[src/rtl/core_pkg.sv]
// core_pkg: shared widths, reset PC, sequencer states and redirect select for instruction fetch
package core_pkg;
  localparam int PC_W = 12;
  localparam int DATA_W = 32;
  localparam logic [PC_W-1:0] RESET_PC = '0;
  typedef enum logic [1:0] {IDLE, REQ, FULL, HALT} seq_state_t;
  typedef enum logic [1:0] {SEL_INC, SEL_BR, SEL_JMP, SEL_JR} redir_sel_t;
  function automatic redir_sel_t redir_sel(input logic jr, input logic jmp, input logic br);
    return jr ? SEL_JR : jmp ? SEL_JMP : br ? SEL_BR : SEL_INC;
  endfunction
endpackage

[src/rtl/pc_inc_unit.sv]
// pc_inc_unit: zero-extended DATA_W pc+1 (link value) and its PC_W wrapping truncation
module pc_inc_unit
  import core_pkg::*;
(
  input  logic [PC_W-1:0]   pc_i,
  output logic [DATA_W-1:0] link_o,
  output logic [PC_W-1:0]   pc_inc_o
);
  assign link_o = {{(DATA_W-PC_W){1'b0}}, pc_i} + DATA_W'(1);
  assign pc_inc_o = link_o[PC_W-1:0];
endmodule

[src/rtl/pc_sequencer.sv]
// pc_sequencer: program counter, redirect priority and fetch handshake with stale-ack kill
module pc_sequencer
  import core_pkg::*;
(
  input  logic              clock,
  input  logic              reset,
  output logic              imem_req,
  output logic [PC_W-1:0]   imem_addr,
  input  logic              imem_ack,
  input  logic [DATA_W-1:0] imem_rdata,
  output logic              if_valid,
  input  logic              if_ready,
  output logic [DATA_W-1:0] if_instr,
  output logic [PC_W-1:0]   if_pc,
  output logic [DATA_W-1:0] link_val,
  input  logic              stall,
  input  logic              br_taken,
  input  logic [PC_W-1:0]   br_target,
  input  logic              jmp,
  input  logic [PC_W-1:0]   jmp_target,
  input  logic              jr,
  input  logic [PC_W-1:0]   jr_target,
  input  logic              halt,
  output logic              halted
);
  seq_state_t state_q, state_d;
  redir_sel_t sel;
  logic [PC_W-1:0] pc_q, pc_d, addr_q, addr_d, if_pc_q, if_pc_d, pc_inc, target;
  logic [DATA_W-1:0] instr_q, instr_d, link_q, link_d, link_nxt;
  logic kill_q, kill_d, halt_q, halt_d;
  logic halt_any, redir, xfer, ack_ok;
  pc_inc_unit u_inc (.pc_i(pc_q), .link_o(link_nxt), .pc_inc_o(pc_inc));
  always_comb begin
    halt_any = halt | halt_q;
    sel = redir_sel(jr, jmp, br_taken);
    redir = sel != SEL_INC && !halt_any;
    target = sel == SEL_JR ? jr_target : sel == SEL_JMP ? jmp_target : br_target;
    xfer = state_q == FULL && if_ready;
    ack_ok = state_q == REQ && imem_ack && !kill_q && !redir;
    pc_d = redir ? target : xfer ? pc_inc : pc_q;
    addr_d = state_q == REQ && !imem_ack ? addr_q : pc_d;
    kill_d = state_q == REQ && !imem_ack && (kill_q || redir);
    halt_d = halt_any;
    instr_d = ack_ok ? imem_rdata : instr_q;
    if_pc_d = ack_ok ? pc_q : if_pc_q;
    link_d = ack_ok ? link_nxt : link_q;
    state_d = state_q;
    case (state_q)
      IDLE:    state_d = halt_any ? HALT : stall ? IDLE : REQ;
      REQ:     state_d = !imem_ack ? REQ : halt_any ? HALT : ack_ok ? FULL : REQ;
      FULL:    state_d = halt_any ? HALT : !(redir || xfer) ? FULL : stall ? IDLE : REQ;
      default: state_d = HALT;
    endcase
  end
  always_ff @(posedge clock or negedge reset)
    if (!reset) begin
      state_q <= IDLE;
      pc_q    <= RESET_PC;
      addr_q  <= RESET_PC;
      if_pc_q <= '0;
      instr_q <= '0;
      link_q  <= '0;
      kill_q  <= 1'b0;
      halt_q  <= 1'b0;
    end else begin
      state_q <= state_d;
      pc_q    <= pc_d;
      addr_q  <= addr_d;
      if_pc_q <= if_pc_d;
      instr_q <= instr_d;
      link_q  <= link_d;
      kill_q  <= kill_d;
      halt_q  <= halt_d;
    end
  assign imem_req = state_q == REQ;
  assign imem_addr = addr_q;
  assign if_valid = state_q == FULL;
  assign halted = state_q == HALT;
  assign if_instr = instr_q;
  assign if_pc = if_pc_q;
  assign link_val = link_q;
endmodule

[config.mk]
export PLATFORM = sky130hd
export DESIGN_NAME = pc_sequencer
export DESIGN_NICKNAME = d
export VERILOG_FILES = /design/src/rtl/core_pkg.sv /design/src/rtl/pc_inc_unit.sv /design/src/rtl/pc_sequencer.sv
export SDC_FILE = /design/constraint.sdc
export NUM_CORES = 1
export LEC_CHECK = 0
export ABC_AREA = 0
export BUFFER_PORTS_ARGS = -buffer_cell sky130_fd_sc_hd__buf_4
export CORE_ASPECT_RATIO = 1.25
export CORE_MARGIN = 8
export CORE_UTILIZATION = 46
export DETAILED_ROUTE_END_ITERATION = 10
export PLACE_DENSITY_LB_ADDON = 0.25
export SLEW_MARGIN = 25
export SYNTH_ARGS = -nofsm -noshare
export SYNTH_HDL_FRONTEND = slang
export SYNTH_SLANG_ARGS = --single-unit
[constraint.sdc]
create_clock -name clock -period 3.1 [get_ports clock]
set_clock_uncertainty 0.05 [all_clocks]
set_input_delay 0.62 -clock clock [delete_from_list [all_inputs] [get_ports clock]]
set_output_delay 0.62 -clock clock [all_outputs]
set_load 0.05 [all_outputs]
==> run_results.csv, run 1 <==
group,metric,value,unit
outcome,status,"complete, no violations",
die,core_area,9130,um2
setup_path,r2r_cells,4,
die,fp.dieArea,12700,um2
clock_network,post-cts-setup-buffer-count,0,
synth,ys_seq_area_frac,0.495,
global_route,use_met3,0.0548,
sta,grt_setup_unrepaired,"false",
synth,async_reset_ff_frac,1.00,
sta,fin_crit_sh,0.682,
power,total_power_per_unit_cell_area,664,nW/um2
global_route,track_usage,0.169,
detailed_routing,route.detailed.wl_per_inst,17.3,um
die,chip_height,124,um
synth,yosysWarningCount,0,
final_layout,final-instance-count-excl-fill,618,
clock_network,cts_made_buffers,9,
sta,max_clock_freq,473,MHz
clock_network,number_of_buffers_inserted_for_hold_repair_after_clock_tree_synthesis,0,
power,total_leakage_power,2.75,nW
sta,worstMarginPinSlew,0.613,ns
final_layout,ant_diodes,0,
sta,min_period,2.11,ns
clock_network,postCtsResizedCells,0,
placement,place.detailed.instances,602,
synth,synth.cell_area,4300,um2
synth,number_of_enable_flip_flop_cells_after_synthesis,0,
clock_network,ctsHtreeMaxLevel,3,
synth,post_synth_main_area_contributors,"sky130_fd_sc_hd__dfrtp_1, sky130_fd_sc_hd__mux2_4, sky130_fd_sc_hd__buf_4",
setup_path,worst_path_largest_cell_delay,0.57,ns
synth,netlist.area_leader.share,0.495,
detailed_routing,route.final.wire_length,10.7,mm
placement,placement.cell_area,5390,um2
sta,hold_viol,0,
sta,timing_max_transition_violations_final,0,
setup_path,worstPathCellList,"buf_4 -> nor3_4 -> o2111a_4 -> buf_12 -> mux2_4",
die,start_util,0.471,
global_route,met1_usage,0.208,
final_layout,mostFrequentLayoutCells,"sky130_fd_sc_hd__buf_4, sky130_fd_sc_hd__dfrtp_1, sky130_fd_sc_hd__mux2_4",
global_route,globalRouteMet2Util,0.273,
detailed_routing,drt_first_pass_iters,4,
clock_network,clock_latency,0.33,ns
sta,finalSetupViolCount,0,
placement,finalWeightedCongestion,0.756,
synth,avgSynthCellArea,12.3,um2
detailed_routing,post-route-drc-count,0,
sta,fin_setup_tns,0,ns
die,num_rows,39,
synth,syn_inst,351,
final_layout,postLayoutCoreUtil,0.625,
clock_network,clkSlewWorstSetupHoldPaths,0.06,ns
final_layout,layout_commonest_cell,"sky130_fd_sc_hd__buf_4",
setup_path,cp-end-kind,"flip-flop",
hold_path,hp-class,"in -> async",
setup_path,crit_arrival,2.28,ns
final_layout,post-route-cell-area,5710,um2
detailed_routing,initialDrtViolationCount,109,
synth,ys_flop_type,"sky130_fd_sc_hd__dfrtp_1",
synth,synth_area_leader_cell,"sky130_fd_sc_hd__dfrtp_1",
power,total_power,0.00379,W
detailed_routing,total_via_count_in_the_routed_design,3132,
clock_network,cts_sinks,85,
global_route,grt_start_max_net_pins,51,
clock_network,cts-root-buf,"sky130_fd_sc_hd__clkbuf_16",
final_layout,fin_nets,568,
clock_network,cts_tree,"built",
synth,synth_seq_cells,85,
die,die_width,102,um
global_route,first_global_vias,3349,
setup_path,worstSetupStartpointType,"primary input",
power,ir_drop,0.270,mV
job,cap_viol_max_count,0,
global_route,grt_overflow,0,
placement,hpwl,8.15,mm
setup_path,worstPathMaxFanout,25,
global_route,grt_busiest_layer,"met2",
setup_path,cp.required,3.26,ns
sta,slew-limit-headroom,0.590,
global_route,number_of_antenna_violations_at_the_first_check_in_global_routing,0,
detailed_routing,antenna_left,0,
setup_path,cpMaxStageDelayCell,"sky130_fd_sc_hd__o2111a_4",
placement,port_buffer_count,148,
global_route,global_route_wire_length_before_repair,16.8,mm
final_layout,area.growth.synth_to_final,32.7,%
clock_network,ctsLongestPathBuffers,2,
die,top_level_ports,168,
setup_path,critical_path_buf_inv_count,2,
setup_path,path_class,"in -> reg",
setup_path,worstSetupPathDepth,5,
detailed_routing,drt-vias-per-instance,5.07,
synth,yosys.cell_types.count,46,
final_layout,layout_cells_sized_above_1,0.457,
setup_path,crit_path_leading_delay_family,"compound AO/OA/AOI/OAI gates",
-- cell usage after synthesis, types with 3 or more instances --
master                     instances
sky130_fd_sc_hd__a31oi_1           8
sky130_fd_sc_hd__or3_1             3
sky130_fd_sc_hd__buf_6            10
sky130_fd_sc_hd__buf_4            20
sky130_fd_sc_hd__nor2b_1           7
sky130_fd_sc_hd__mux2_2            9
sky130_fd_sc_hd__nor3_1            6
sky130_fd_sc_hd__nand3_1           6
sky130_fd_sc_hd__a211o_1           3
sky130_fd_sc_hd__mux2i_1          11
sky130_fd_sc_hd__dfrtp_1          85
sky130_fd_sc_hd__clkbuf_1          5
sky130_fd_sc_hd__nand4_1           5
sky130_fd_sc_hd__mux2_4           44
sky130_fd_sc_hd__buf_2             4
sky130_fd_sc_hd__xnor2_1          12
sky130_fd_sc_hd__nand2_1          18
sky130_fd_sc_hd__nor2_1           22
sky130_fd_sc_hd__a21oi_1          16
sky130_fd_sc_hd__o21ai_0          14
sky130_fd_sc_hd__nor4_1            3
sky130_fd_sc_hd__inv_1             5
sky130_fd_sc_hd__o31a_1            3
sky130_fd_sc_hd__o2111a_1          4
sky130_fd_sc_hd__o22ai_1           3
-- layer usage --
layer	vias up	share of wire
li1	1487	-
met1	1490	0.41
met2	150	0.49
met3	5	0.093
met4	0	0.010
met5	-	0
-- layout make-up --
class                      instances  area (um2)
fill                             751        3420
sequential                        85        2130
multi-input combinational        237        1920
timing repair buffer             151        1170
clock buffer                      13         270
tap                              123         154
clock inverter                     3        42.5
inverter                           6        22.5
-- cells by family (layout without fill, tap and decap cells) --
family / after synthesis / count (layout) / synth area share
adder cells (fa/ha/maj): 1 / 1 / 0.00291
AND/OR/NAND/NOR: 79 / 79 / 0.100
buffers and inverters: 47 / 173 / 0.0771
flip-flops: 85 / 85 / 0.495
other: 1 / 19 / 0.000872
AO/OA/AOI/OAI: 58 / 58 / 0.0879
XOR/XNOR: 14 / 14 / 0.0285
multiplexers: 66 / 66 / 0.208
-- stage by stage --
step           hold WS (ns)  setup WS (ns)
2_1_floorplan         0.274          0.846
3_3_place_gp          0.418          0.680
3_5_place_dp          0.431          0.620
4_1_cts               0.199          0.976
5_1_grt               0.225          0.906
6_report              0.189          0.987
-- flip-flops by register name, summed over array words and instances (netlist names) --
name,count
if_instr,32
if_pc,12
kill_q,1
imem_addr,12
halt_q,1
link_val,13
state_q,2
pc_q,12
-- where the power goes --
| group | total [W] | switching, W | internal, W |
|---|---|---|---|
| combinational | 0.00126 | 0.000812 | 0.000450 |
| clock | 0.00111 | 0.000416 | 0.000689 |
| sequential | 0.00142 | 0.000136 | 0.00128 |
-- path summary, 6_finish.rpt --
kind / start / slack [ns] / end
hold / removal: reset / 0.19 / if_instr[3]$_DFFE_PN0P_
max in group asynchronous: reset / 2.19 / pc_q[0]$_DFF_PN0_
setup reg to reg: state_q[0]$_DFF_PN0_ / 1.04 / imem_addr[3]$_DFFE_PN0N_
min in group clock: imem_addr[3]$_DFFE_PN0N_ / 0.44 / imem_addr[3]$_DFFE_PN0N_
setup / recovery: jmp / 0.99 / if_instr[10]$_DFFE_PN0P_
hold reg to reg: imem_addr[3]$_DFFE_PN0N_ / 0.44 / imem_addr[3]$_DFFE_PN0N_
(Power assumes the default switching activity.)
==> run 2: changes to the inputs <==
--- a/config.mk
+++ b/config.mk
@@ -5,7 +5,7 @@
 export SDC_FILE = /design/constraint.sdc
 export NUM_CORES = 1
 export LEC_CHECK = 0
-export ABC_AREA = 0
+export ABC_AREA = 1
 export BUFFER_PORTS_ARGS = -buffer_cell sky130_fd_sc_hd__buf_4
 export CORE_ASPECT_RATIO = 1.25
 export CORE_MARGIN = 8
==> constraint.sdc (replaced) <==
create_clock -name clock -period 2.1 [get_ports clock]
set_clock_uncertainty 0.05 [all_clocks]
set_input_delay 0.42 -clock clock [delete_from_list [all_inputs] [get_ports clock]]
set_output_delay 0.42 -clock clock [all_outputs]
set_load 0.05 [all_outputs]
==> run 2 against run 1 <==
Effect of this change:
- routed wire length grew 1.9%
- combinational power shrank 73%
- synthesized cell count grew 46%
- sequential share of layout area grew 1.9 points
- core utilization grew 0.52 points
- power shrank 15%
- clock power grew 8%
- area after synthesis shrank 6.5%
- critical path type is now reg -> out
- largest cell class unchanged
- largest power group unchanged
==> run_results.csv, run 2 <==
group,metric,value,unit
detailed_routing,route.detailed.wl_per_inst,13.8,um
sta,worstMarginPinSlew,0.642,ns
clock_network,number_of_buffers_inserted_for_hold_repair_after_clock_tree_synthesis,0,
synth,yosysMostFrequentCell,"sky130_fd_sc_hd__nand2_1",
detailed_routing,antenna_left,0,
setup_path,cp-end-kind,"output port",
global_route,grt_overflow,0,
final_layout,layout_cells_sized_above_1,0.278,
power,total_power_per_unit_cell_area,590,nW/um2
clock_network,ctsLongestPathBuffers,2,
clock_network,clkSlewWorstSetupHoldPaths,0.08,ns
detailed_routing,initialDrtViolationCount,178,
clock_network,clock_latency,0.35,ns
final_layout,ant_diodes,0,
final_layout,post-route-cell-area,5430,um2
global_route,first_global_vias,3807,
setup_path,worst_path_largest_cell_delay,0.41,ns
detailed_routing,drt-vias-per-instance,4.71,
power,clock_power_share,0.375,
detailed_routing,drt_first_pass_iters,5,
setup_path,worstPathCellList,"inv_2 -> nand2_1 -> inv_1 -> buf_4",
power,ir_drop,0.375,mV
power,share_seq_of_total_power,0.518,
placement,finalWeightedCongestion,0.881,
setup_path,worstPathMaxFanout,3,
outcome,status,"complete, no violations",
synth,avgSynthCellArea,7.83,um2
detailed_routing,post-route-drc-count,0,
detailed_routing,route.final.wire_length,10.9,mm
global_route,track_usage,0.186,
setup_path,regToRegStartpoint,"pc_q[1]$_DFF_PN0_",
die,die_width,99.6,um
clock_network,cts_tree,"built",
sta,fin_crit_sh,0.823,
sta,grt_setup_unrepaired,"false",
power,power_switching_share,0.244,
synth,number_of_enable_flip_flop_cells_after_synthesis,0,
final_layout,fillCellCount,768,
setup_path,cpMaxStageDelayCell,"sky130_fd_sc_hd__dfrtp_1",
setup_path,crit_arrival,1.26,ns
synth,post_synth_main_area_contributors,"sky130_fd_sc_hd__dfrtp_1, sky130_fd_sc_hd__nand2_1, sky130_fd_sc_hd__buf_4",
sta,holdWs,0.0402,ns
synth,yosysWarningCount,0,
job,cap_viol_max_count,0,
clock_network,cts_made_buffers,9,
final_layout,area.growth.synth_to_final,34.9,%
setup_path,r2r_cells,8,
sta,finalSetupViolCount,0,
global_route,grt_start_max_net_pins,51,
clock_network,cts-root-buf,"sky130_fd_sc_hd__clkbuf_8",
power,power.internal,0.00242,W
clock_network,cts_sinks,85,
die,chip_height,121,um
setup_path,critPathLaunch,"state_q[0]$_DFF_PN0_",
die,num_rows,38,
power,total_leakage_power,3.06,nW
sta,max_clock_freq,579,MHz
setup_path,path_class,"reg -> out",
die,top_level_ports,168,
sta,fin_ws,0.372,ns
global_route,number_of_antenna_violations_at_the_first_check_in_global_routing,0,
setup_path,worst-r2r-setup-slack,0.40,ns
synth,synth.cell_area,4020,um2
final_layout,fin_nets,742,
synth,yosys.cell_types.count,28,
synth,ys_seq_area_frac,0.529,
sta,slew-limit-headroom,0.572,
clock_network,postCtsResizedCells,0,
die,start_util,0.467,
final_layout,layout_commonest_cell,"sky130_fd_sc_hd__nand2_1",
hold_path,hp-class,"in -> async",
die,fp.dieArea,12000,um2
synth,synth_top_cells_by_count,"sky130_fd_sc_hd__nand2_1, sky130_fd_sc_hd__dfrtp_1, sky130_fd_sc_hd__nand3_1, sky130_fd_sc_hd__nor2_1, sky130_fd_sc_hd__inv_1",
setup_path,worstSetupEndpoint,"if_valid",
clock_network,ctsHtreeMaxLevel,3,
setup_path,cp.required,1.63,ns
synth,synth_area_leader_cell,"sky130_fd_sc_hd__dfrtp_1",
global_route,global_route_wire_length_before_repair,18.1,mm
die,core_area,8610,um2
sta,hold_viol,0,
power,total_power,0.00320,W
setup_path,critical_path.reg2reg.endpoint,"imem_addr[10]$_DFFE_PN0N_",
sta,timing_max_transition_violations_final,0,
sta,fin_setup_tns,0,ns
final_layout,largest_register_ff_count,32,
final_layout,mostFrequentLayoutCells,"sky130_fd_sc_hd__nand2_1, sky130_fd_sc_hd__buf_4, sky130_fd_sc_hd__dfrtp_1",
power,switchingPower,0.000780,W
sta,min_period,1.73,ns
clock_network,post-cts-setup-buffer-count,0,
synth,async_reset_ff_frac,1.00,
placement,hpwl,8.73,mm
detailed_routing,total_via_count_in_the_routed_design,3714,
synth,ys_flop_type,"sky130_fd_sc_hd__dfrtp_1",
synth,synth_seq_cells,85,
synth,syn_inst,514,
setup_path,worstSetupStartpointType,"flip-flop",
placement,port_buffer_count,148,
placement,placement.cell_area,5210,um2
synth,netlist.area_leader.share,0.529,
placement,pre_cts_ws,0.336,ns
power,power.combinational.fraction,0.106,
[run 2: changes by cell type after synthesis, sizes merged, moves of 9 or more]
cell / change
nand2: +231
mux2: -55
inv: +27
nand3: +23
mux2i: -11
xnor2: -11
nor2: +9
o211ai: +9
[run 2: cell families (layout without fill, tap and decap cells)]
group           Yosys count  count (layout)  synth area share
compound gates           40              40            0.0610
xor+xnor                  3               3           0.00653
fa+ha+maj                 1               1           0.00311
buf+inv                  69             206            0.0893
flops                    85              85             0.529
other cells               1              19          0.000932
simple gates            315             315             0.310
[run 2: worst min-delay path by stage]
stage | slack, ns | to | start
after floorplan | 0.07 | halt_q$_DFF_PN0_ | reset
after global placement | 0.41 | if_instr[21]$_DFFE_PN0P_ | if_instr[21]$_DFFE_PN0P_
after detailed placement | 0.41 | if_instr[3]$_DFFE_PN0P_ | if_instr[3]$_DFFE_PN0P_
after CTS | 0.05 | if_instr[0]$_DFFE_PN0P_ | reset
after global routing | 0.09 | if_instr[24]$_DFFE_PN0P_ | reset
final | 0.04 | if_instr[24]$_DFFE_PN0P_ | reset
[run 2: stage by stage]
step | std cells | utilization
after global routing | 789 | 0.630
after global placement | 773 | 0.606
after floorplan | 532 | -
after CTS | 789 | 0.630
final | 789 | 0.630
after detailed placement | 773 | 0.606
[run 2: routing by layer]
metal / vias up / GRT usage / routed length [um]
met5: - / 0 / 0
met4: 0 / 0.0882 / 157
met3: 10 / 0.0598 / 908
met2: 147 / 0.307 / 5240
met1: 1695 / 0.215 / 4560
li1: 1862 / - / -
[run 2: layout make-up]
type                    count  area, um2  share of cell area
multi-input cells         378       1610               0.296
repair buffers            157       1200               0.222
inverters                  33        126              0.0233
clock buffers              13        169              0.0311
well taps                 120        150              0.0277
flip-flops and latches     85       2130               0.392
clock inverters             3       42.5             0.00784
[run 2: worst max-delay path: cells and delay by family, from the launching register on]
| family | cells | cell delay [ns] |
|---|---|---|
| buf+inv | 3 | 0.43 |
| flops | 1 | 0.41 |
| simple gates | 1 | 0.07 |
[run 2: power groups by stage]
stage	Combinational (W)	Clock (W)	Sequential, W
6_report	0.000341	0.00120	0.00166
5_1_grt	0.000371	0.00131	0.00166
4_1_cts	0.000343	0.00124	0.00166
3_5_place_dp	0.000342	0	0.00169
3_3_place_gp	0.000337	0	0.00169
2_1_floorplan	0.000168	0	0.00171
==> run 3: changes to the inputs <==
==> constraint.sdc (replaced) <==
create_clock -name clock -period 1.6 [get_ports clock]
set_clock_uncertainty 0.05 [all_clocks]
set_input_delay 0.32 -clock clock [delete_from_list [all_inputs] [get_ports clock]]
set_output_delay 0.32 -clock clock [all_outputs]
set_load 0.05 [all_outputs]
==> run 3 against run 2 <==
Effect of this change:
- via count increased by 0.16%
- die area unchanged
- routed wire length increased by 2.0%
- cell area increased by 3.0%
- first-iteration DRC count decreased by 17%
- critical path depth unchanged
- core utilization increased by 1.9 points
- setup slack got worse by 0.36 ns
- hold slack improved by 0.081 ns
- sequential cell count unchanged
- clock-buffer cell count decreased by 3
- critical endpoint unchanged
- largest cell class unchanged
==> run_results.csv, run 3 (synthesis results as in run 2) <==
group,metric,value,unit
sta,fin_ws,0.0106,ns
clock_network,ctsHtreeMaxLevel,3,
setup_path,worstPathMaxFanout,3,
sta,min_period,1.59,ns
hold_path,worst_hold_startpoint,"imem_rdata[24]",
detailed_routing,post-route-drc-count,0,
outcome,status,"complete, no violations",
final_layout,area.growth.synth_to_final,39.0,%
clock_network,cts_tree,"built",
power,ir_drop,0.340,mV
setup_path,path_class,"reg -> out",
clock_network,cts-root-buf,"sky130_fd_sc_hd__clkbuf_8",
setup_path,critical_path.reg2reg.endpoint,"imem_addr[6]$_DFFE_PN0N_",
placement,port_buffer_count,148,
sta,max_clock_freq,629,MHz
final_layout,post-route-cell-area,5590,um2
sta,grt_setup_unrepaired,"true",
final_layout,fillCellCount,746,
global_route,grt_overflow,0,
detailed_routing,initialDrtViolationCount,147,
power,total_leakage_power,3.15,nW
job,cap_viol_max_count,0,
die,top_level_ports,168,
setup_path,crit_arrival,1.22,ns
final_layout,final-instance-count-excl-fill,805,
global_route,track_usage,0.184,
setup_path,r2r_cells,10,
hold_path,worst_hold_path.endpoint,"if_instr[24]$_DFFE_PN0P_",
detailed_routing,total_via_count_in_the_routed_design,3720,
die,fp.dieArea,12000,um2
setup_path,worst-r2r-setup-slack,0.10,ns
detailed_routing,route.layer.met1.wl,4.73,mm
clock_network,cts_sinks,85,
global_route,grt_start_max_net_pins,72,
die,die_width,99.6,um
detailed_routing,drt_first_pass_iters,4,
clock_network,ctsLongestPathBuffers,2,
global_route,number_of_antenna_violations_at_the_first_check_in_global_routing,0,
final_layout,fin_nets,761,
sta,hold_viol,0,
detailed_routing,antenna_left,0,
clock_network,cts_made_buffers,9,
detailed_routing,met3WireLength,786,um
setup_path,cp-end-kind,"output port",
hold_path,hp-class,"in -> reg",
setup_path,cp.required,1.23,ns
placement,hpwl,8.65,mm
final_layout,ant_diodes,0,
final_layout,layout_commonest_cell,"sky130_fd_sc_hd__nand2_1",
sta,finalSetupViolCount,0,
detailed_routing,route.final.wire_length,11.1,mm
power,total_power_per_unit_cell_area,703,nW/um2
sta,timing_max_transition_violations_final,0,
final_layout,layout_cells_sized_above_1,0.309,
placement,finalWeightedCongestion,0.842,
die,start_util,0.467,
hold_path,min_path_cells,3,
placement,place.detailed.instances,784,
clock_network,clkSlewWorstSetupHoldPaths,0.08,ns
global_route,global_route_wire_length_before_repair,18.0,mm
final_layout,largest_register_ff_count,32,
placement,placement.cell_area,5320,um2
setup_path,worstSetupStartpointType,"flip-flop",
placement,pre_cts_ws,0.0155,ns
clock_network,clock_latency,0.35,ns
detailed_routing,drt-vias-per-instance,4.62,
setup_path,regToRegStartpoint,"halt_q$_DFF_PN0_",
die,chip_height,121,um
final_layout,mostFrequentLayoutCells,"sky130_fd_sc_hd__nand2_1, sky130_fd_sc_hd__buf_4, sky130_fd_sc_hd__dfrtp_1",
detailed_routing,route.top_layer_used,"met4",
global_route,first_global_vias,3718,
detailed_routing,met2_length,5.42,mm
die,num_rows,38,
die,core_area,8610,um2
detailed_routing,route.detailed.wl_per_inst,13.8,um
sta,fin_crit_sh,0.993,
[run 3: worst max path at each step]
stage,start,endpoint,slack (ns),depth (start not counted)
after floorplan,state_q[0]$_DFF_PN0_,link_val[12]$_DFFE_PN0P_,0.01,8
after global placement,halt,state_q[1]$_DFF_PN0_,0.04,10
after detailed placement,halt,state_q[1]$_DFF_PN0_,0.02,10
after CTS,state_q[0]$_DFF_PN0_,if_valid,0.008,4
after global routing,state_q[0]$_DFF_PN0_,if_valid,-0.04,4
final,state_q[0]$_DFF_PN0_,if_valid,0.01,4
[run 3: worst max-delay path: stages, from the launching register on]
cell and delay [ns]:
sky130_fd_sc_hd__dfrtp_1 0.41, sky130_fd_sc_hd__inv_2 0.12, sky130_fd_sc_hd__nand2_4 0.07, sky130_fd_sc_hd__clkinvlp_4 0.11, sky130_fd_sc_hd__buf_8 0.15
[run 3: cell type report]
class / instances / area, um2 / share of cell area
Sequential cell: 85 / 2130 / 0.381
Timing Repair Buffer: 176 / 1380 / 0.246
Tap cell: 120 / 150 / 0.0269
Inverter: 33 / 130 / 0.0233
Clock buffer: 10 / 138 / 0.0246
Clock inverter: 3 / 15.0 / 0.00269
Multi-Input combinational cell: 378 / 1650 / 0.296
[run 3: routing by layer]
layer	GRT usage	vias up
met1	0.216	1680
met2	0.312	129
met5	0	-
li1	-	1898
met4	0.0664	0
met3	0.0558	13
[run 3: power by group]
part           internal [W]  switching (W)  total (W)
combinational      0.000176       0.000283   0.000459
sequential          0.00216      0.0000124    0.00218
clock              0.000573       0.000723    0.00130
[run 3: stage by stage]
step	setup TNS [ns]	power, W	util	hold WS (ns)
3_3_place_gp	0	0.00267	0.618	0.136
4_1_cts	0	0.00395	0.639	0.106
6_report	0	0.00393	0.650	0.121
5_1_grt	-0.0694	0.00410	0.650	0.108
3_5_place_dp	0	0.00267	0.618	0.142
2_1_floorplan	0	0.00247	-	-0.0256
[run 3: repair_timing]
action	CTS	global route
gates cloned	0	0
pin swaps	0	3
buffers inserted	1	6
gates resized for setup	3	14
hold endpoints to repair	14	0
setup endpoints to repair	2	25
hold buffers	1	0
